[src/rtl/addr_mux.sv]
// addr_mux: PC/IR address select for the shared bus, plus registered capture of address and source (ADDR_MUX_REG_OUT_EN registers addr_out).
// Latency: addr_out 0 cycles (1 when registered), addr_q/src_q/src_switch 1 cycle; hold freezes the capture and suppresses switch pulses.
module addr_mux #(
    parameter int ADDR_W = 5
) (
    input  logic              clk,
    input  logic              rst,
    input  logic              sel,
    input  logic [ADDR_W-1:0] ir_addr,
    input  logic [ADDR_W-1:0] pc_addr,
    input  logic              hold,
    output logic [ADDR_W-1:0] addr_out,
    output logic [ADDR_W-1:0] addr_q,
    output logic              src_q,
    output logic              src_switch
);

    logic [ADDR_W-1:0] mux;

    assign mux = sel ? ir_addr : pc_addr;

    // src_q resets to the PC source, so a first capture of IR reports a switch.
    always_ff @(posedge clk or posedge rst) begin
        if (rst) begin
            addr_q     <= '0;
            src_q      <= 1'b0;
            src_switch <= 1'b0;
        end else if (hold) begin
            src_switch <= 1'b0;
        end else begin
            addr_q     <= mux;
            src_q      <= sel;
            src_switch <= (sel != src_q);
        end
    end

`ifdef ADDR_MUX_REG_OUT_EN
    assign addr_out = addr_q;
`else
    assign addr_out = mux;
`endif

endmodule

[config.mk]
export PLATFORM = sky130hd
export DESIGN_NAME = addr_mux
export DESIGN_NICKNAME = d
export VERILOG_FILES = /design/src/rtl/addr_mux.sv
export SDC_FILE = /design/constraint.sdc
export NUM_CORES = 1
export LEC_CHECK = 0
export BUFFER_PORTS_ARGS = -buffer_cell sky130_fd_sc_hd__buf_2
export CORE_AREA = 2 2 39 41
export CTS_BUF_LIST = sky130_fd_sc_hd__clkbuf_8
export DETAILED_ROUTE_END_ITERATION = 12
export DIE_AREA = 0 0 41 43
export PLACE_DENSITY = 0.52
export SLEW_MARGIN = 20
export SYNTH_ARGS = -nofsm -noshare
export SYNTH_HDL_FRONTEND = slang
export SYNTH_SLANG_ARGS = --single-unit
[constraint.sdc]
create_clock -name clk -period 0.9 [get_ports clk]
set_input_delay 0 -clock clk [delete_from_list [all_inputs] [get_ports clk]]
set_output_delay 0 -clock clk [all_outputs]
set_load 0.01 [all_outputs]
* After elaboration in Yosys (flattened, before gate mapping)
Cells that the tools add are included.
** Word-level totals
- Register bits after elaboration :: 7
- Output and inout port bits :: 12
- Input port bits :: 14
- Logic and storage cells :: 6
** Cells by class
- Mux-type cells :: 2
- Equality and inequality tests :: 1
** Operator list (number)
- $mux 5 :: 1
- $mux 1 :: 1
- $ne 1x1->1 :: 1

* Longest topological paths before layout
- Word-level depth :: 2
- Gate-level depth with buffers :: 3
- Gate-level depth less buffers :: 2

* Least setup slack after synthesis
OpenSTA, ideal clock, no wires.
- Path kind :: input to register
- Start point :: input port sel
- End point :: register addr_q[0]
- Buffers on the path :: 1
- Setup slack :: 91 ps
- Arrival time :: 684 ps
- Library setup time :: 125 ps
- Data required time :: 775 ps
- Cell stages on the path :: 3
- Cells stage by stage :: buf_6 > mux2_4 > mux2_2
** Between the ends
- Longest elaborated chain between the ends :: 1
** Ends and longest elaborated chain
- from (decl) :: RTL line 8 : input logic sel,
- $mux 5 :: RTL line 20 : assign mux = sel ? ir_addr : pc_addr;
- via addr_out[0] :: RTL line 12 : output logic [ADDR_W-1:0] addr_out,
- to (signal assigned) :: RTL line 31 : addr_q <= mux;
- to (decl) :: RTL line 13 : output logic [ADDR_W-1:0] addr_q,
The timed path passes the listed nets, and every way through them passes these cells.
A chain may end at the register's enable or synchronous reset.

==> impl_results.html <==
<table>
<tr><th>Metric</th><th>Value</th></tr>
<tr><th colspan="2">Critical path</th></tr>
<tr><td>Cell count of the worst reg-to-reg path</td><td>1</td></tr>
<tr><td>Maximum net fanout on the critical path</td><td>3</td></tr>
<tr><td>Capture instance of the worst register-to-register path</td><td>src_q$_DFFE_PP0N_</td></tr>
<tr><td>Max stage delay cell, worst path</td><td>sky130_fd_sc_hd__dfrtp_1</td></tr>
<tr><td>Element type at the critical path end</td><td>flip-flop</td></tr>
<tr><td>Largest stage delay on the critical path</td><td>a little under 0.4 ns</td></tr>
<tr><td>Type of the worst setup path</td><td>flip-flop to flip-flop</td></tr>
<tr><td>Worst path top cell family by delay</td><td>flip-flops</td></tr>
<tr><td>Critical path depth in cells</td><td>1</td></tr>
<tr><td>Worst flop-to-flop path startpoint</td><td>src_q$_DFFE_PP0N_</td></tr>
<tr><td>Critical path required time</td><td>1.00 ns</td></tr>
<tr><td>Capture point of the worst path</td><td>src_q$_DFFE_PP0N_</td></tr>
<tr><td>Reg-to-reg setup timing slack</td><td>0.12 ns</td></tr>
<tr><td>Kind of start point of the critical path</td><td>flip-flop</td></tr>
<tr><td>Worst path arrival time</td><td>0.88 ns</td></tr>
<tr><td>Launching instance or port of the critical path</td><td>src_q$_DFFE_PP0N_</td></tr>
<tr><td>Chain of cells forming the critical path</td><td>mux2_2</td></tr>
<tr><td>Number of buffers and inverters on the critical path</td><td>0</td></tr>
<tr><th colspan="2">Clocking</th></tr>
<tr><td>Clock latency of the later-clocked register in the worst-skew pair</td><td>roughly 0.22 ns</td></tr>
<tr><td>Number of clock sinks</td><td>7</td></tr>
<tr><td>CTS H-tree depth</td><td>1</td></tr>
<tr><td>Buffers inserted by post-CTS timing repair</td><td>0</td></tr>
<tr><td>Clock-pin slew on the worst setup and hold paths</td><td>0.04 ns</td></tr>
<tr><td>Clock tree from TritonCTS</td><td>done</td></tr>
<tr><td>Cell at the root of the clock tree</td><td>sky130_fd_sc_hd__clkbuf_8</td></tr>
<tr><td>Maximum clock insertion buffer count</td><td>2</td></tr>
<tr><td>Clock buffers created by TritonCTS</td><td>3</td></tr>
<tr><th colspan="2">Place</th></tr>
<tr><td>Placer's final routability congestion estimate</td><td>0.606</td></tr>
<tr><td>Post-Place Cell Area</td><td>~480 um^2</td></tr>
<tr><td>DP Cell Count</td><td>62</td></tr>
<tr><td>Number of port buffers</td><td>25</td></tr>
<tr><th colspan="2">Floorplan</th></tr>
<tr><td>Die extent in x</td><td>41 um</td></tr>
<tr><td>Core Box Area</td><td>between 0.001 and 0.0015 mm^2</td></tr>
<tr><td>Effective utilization at floorplan</td><td>0.253</td></tr>
<tr><td>Number of ports placed on the die boundary</td><td>26</td></tr>
<tr><td>Die extent in y</td><td>43 um</td></tr>
<tr><td>DIE AREA</td><td>between 0.0015 and 0.002 mm^2</td></tr>
<tr><td>Row count</td><td>14</td></tr>
<tr><th colspan="2">Timing</th></tr>
<tr><td>Aggregate negative setup slack</td><td>0 ns</td></tr>
<tr><td>Final cycle utilization of the critical path</td><td>0.863</td></tr>
<tr><td>Worst hold margin</td><td>just over 0.05 ns</td></tr>
<tr><td>Max-Slew Margin vs Limit</td><td>0.820</td></tr>
<tr><td>RSZ-0062 raised after global routing</td><td>false</td></tr>
<tr><td>Fmax achieved</td><td>1.29 GHz</td></tr>
<tr><td>Setup violators final</td><td>0</td></tr>
<tr><td>Slew @ Worst Pin</td><td>0.270 ns</td></tr>
<tr><td>Final hold vios</td><td>0</td></tr>
<tr><td>Worst Skew</td><td>roughly 0.00009 ns</td></tr>
<tr><td>Tmin final</td><td>0.776 ns</td></tr>
<tr><td>Fin. max-slew vios</td><td>0</td></tr>
<tr><th colspan="2">Power and ir drop</th></tr>
<tr><td>Leakage power</td><td>~0.00029 uW</td></tr>
<tr><td>Max rail drop VDD</td><td>0.711 mV</td></tr>
<tr><td>Total power of the final layout</td><td>998 uW</td></tr>
<tr><td>P per Cell Area</td><td>1870 mW/mm^2</td></tr>
<tr><th colspan="2">Job</th></tr>
<tr><td>Count of maximum capacitance violations</td><td>0</td></tr>
<tr><th colspan="2">Min path</th></tr>
<tr><td>Worst min path class</td><td>primary input to flip-flop</td></tr>
<tr><th colspan="2">Final layout</th></tr>
<tr><td>NumNets Final</td><td>66</td></tr>
<tr><td>Area Overhead vs Synth</td><td>52.5%</td></tr>
<tr><td>Most frequent cells in the layout</td><td>sky130_fd_sc_hd__buf_2 (25), sky130_fd_sc_hd__dfrtp_1 (7), sky130_fd_sc_hd__mux2_2 (6)</td></tr>
<tr><td>Final std cell area, no fill</td><td>534 um^2</td></tr>
<tr><td>Leading cell type in the layout, fill and taps excluded</td><td>sky130_fd_sc_hd__buf_2</td></tr>
<tr><td>Cell Count, Final, Fillers Out</td><td>between 60 and 70</td></tr>
<tr><td>Fraction of layout cells with a size suffix above 1</td><td>0.765</td></tr>
<tr><td>Antenna cells</td><td>0</td></tr>
<tr><th colspan="2">Logic synthesis</th></tr>
<tr><td>Biggest area contributors in the synthesized netlist</td><td>sky130_fd_sc_hd__dfrtp_1 (50%), sky130_fd_sc_hd__mux2_4 (21%), sky130_fd_sc_hd__mux2_2 (19%)</td></tr>
<tr><td>Number of nets in the synthesized netlist</td><td>37</td></tr>
<tr><td>Mapped Area</td><td>350 um^2</td></tr>
<tr><td>Largest area contributor in the netlist</td><td>sky130_fd_sc_hd__dfrtp_1</td></tr>
<tr><td>Syn. warnings</td><td>0</td></tr>
<tr><td>Flop and latch count out of synthesis</td><td>7</td></tr>
<tr><td>Number of distinct standard cells referenced by the synthesized netlist</td><td>8</td></tr>
<tr><td>Post-synthesis average cell area</td><td>around 15 um^2</td></tr>
<tr><td>Sequential fraction of the synthesis area</td><td>0.500</td></tr>
<tr><td>Synth Instances</td><td>23</td></tr>
<tr><td>Share of Yosys cell area claimed by the top area cell type</td><td>0.500</td></tr>
<tr><th colspan="2">GRT</th></tr>
<tr><td>Antenna violations before repair</td><td>0</td></tr>
<tr><td>First-pass GRT wire length</td><td>1010 um</td></tr>
<tr><td>Residual overflow from global routing</td><td>0</td></tr>
<tr><td>Maximum number of pins on one net before global-route repair</td><td>8</td></tr>
<tr><td>Via count of the first global-routing pass</td><td>273</td></tr>
<tr><td>Overall global routing resource usage</td><td>0.0902</td></tr>
<tr><th colspan="2">Detailed routing</th></tr>
<tr><td>Detail-routed via count per cell</td><td>4.19</td></tr>
<tr><td>Post-detailed-route count of antenna-violating nets</td><td>0</td></tr>
<tr><td>WL per Instance</td><td>between 10 and 15 um</td></tr>
<tr><td>Total Routed Length</td><td>~700 um</td></tr>
<tr><td>First-iteration detailed-routing DRC count</td><td>0</td></tr>
<tr><td>TritonRoute pass-1 iters</td><td>1</td></tr>
<tr><td>Via total after detailed routing</td><td>about 280</td></tr>
<tr><td>DR DRC count</td><td>0</td></tr>
<tr><th colspan="2">Status</th></tr>
<tr><td>Result of the run</td><td>finished clean</td></tr>
</table>
==> cells by family (layout without fill, tap and decap cells) <==
logic type             after synthesis  in the layout  synth area share
multiplexers                        11             11             0.407
XOR/XNOR                             1              1            0.0250
AND/OR/NAND/NOR                      1              1            0.0107
flip-flops                           7              7             0.500
buffers and inverters                3             31            0.0571
==> what timing repair did <==
action / in CTS / in global routing
resized for setup: 0 / 0
hold endpoints to repair: 7 / 0
hold buffers: 1 / 0
setup endpoints to repair: 0 / 0
==> registers in the layout (all words and copies together), names as in the netlist <==
| signal | cells |
|---|---|
| addr_q | 5 |
| src_q | 1 |
| src_switch | 1 |
==> power by group <==
group          internal, uW  leakage (uW)  switching (uW)
Combinational           118      0.000178            89.4
Sequential              354     0.0000830            16.9
Clock                   294     0.0000269             127
==> cells in the mapped netlist <==
| library cell | number |
|---|---|
| sky130_fd_sc_hd__dfrtp_1 | 7 |
| sky130_fd_sc_hd__mux2_2 | 6 |
| sky130_fd_sc_hd__buf_6 | 1 |
| sky130_fd_sc_hd__nor2_1 | 1 |
| sky130_fd_sc_hd__inv_1 | 1 |
| sky130_fd_sc_hd__xnor2_1 | 1 |
| sky130_fd_sc_hd__buf_2 | 1 |
| sky130_fd_sc_hd__mux2_4 | 5 |
==> final cells by class <==
cell class	count	area [um^2]
Sequential cell	7	175
Timing Repair Buffer	26	135
Tap cell	16	20.0
Clock inverter	1	3.75
Multi-Input combinational cell	13	155
Fill cell	144	850
Inverter	1	3.75
Clock buffer	3	41.3
==> routing by layer <==
| metal | vias to the layer above | global-route usage | wire, um |
|---|---|---|---|
| met5 | - | 0 | 0 |
| met4 | 0 | 0.0800 | 0 |
| met3 | 0 | 0.0314 | 86 |
| met2 | 17 | 0.141 | 355 |
| met1 | 132 | 0.0861 | 272 |
| li1 | 132 | - | - |
==> how the worst min path moves through the flow <==
stage | startpoint | cells past startpoint | to | slack [ns]
6_report | hold | 2 | src_switch$_DFF_PP0_ | 0.05
4_1_cts | hold | 2 | src_switch$_DFF_PP0_ | 0.06
2_1_floorplan | rst | 1 | addr_q[0]$_DFFE_PP0N_ | -0.20
5_1_grt | hold | 2 | src_switch$_DFF_PP0_ | 0.07
3_3_place_gp | rst | 2 | addr_q[3]$_DFFE_PP0N_ | -0.05
3_5_place_dp | rst | 2 | addr_q[0]$_DFFE_PP0N_ | -0.05
==> stage by stage <==
stage	setup slack [ns]	utilization
4_1_cts	0.125	0.386
5_1_grt	0.108	0.386
3_3_place_gp	-0.0170	0.346
6_report	0.124	0.386
2_1_floorplan	0.0913	-
3_5_place_dp	-0.0402	0.346
Note: power is estimated with default switching activity, not from simulation.
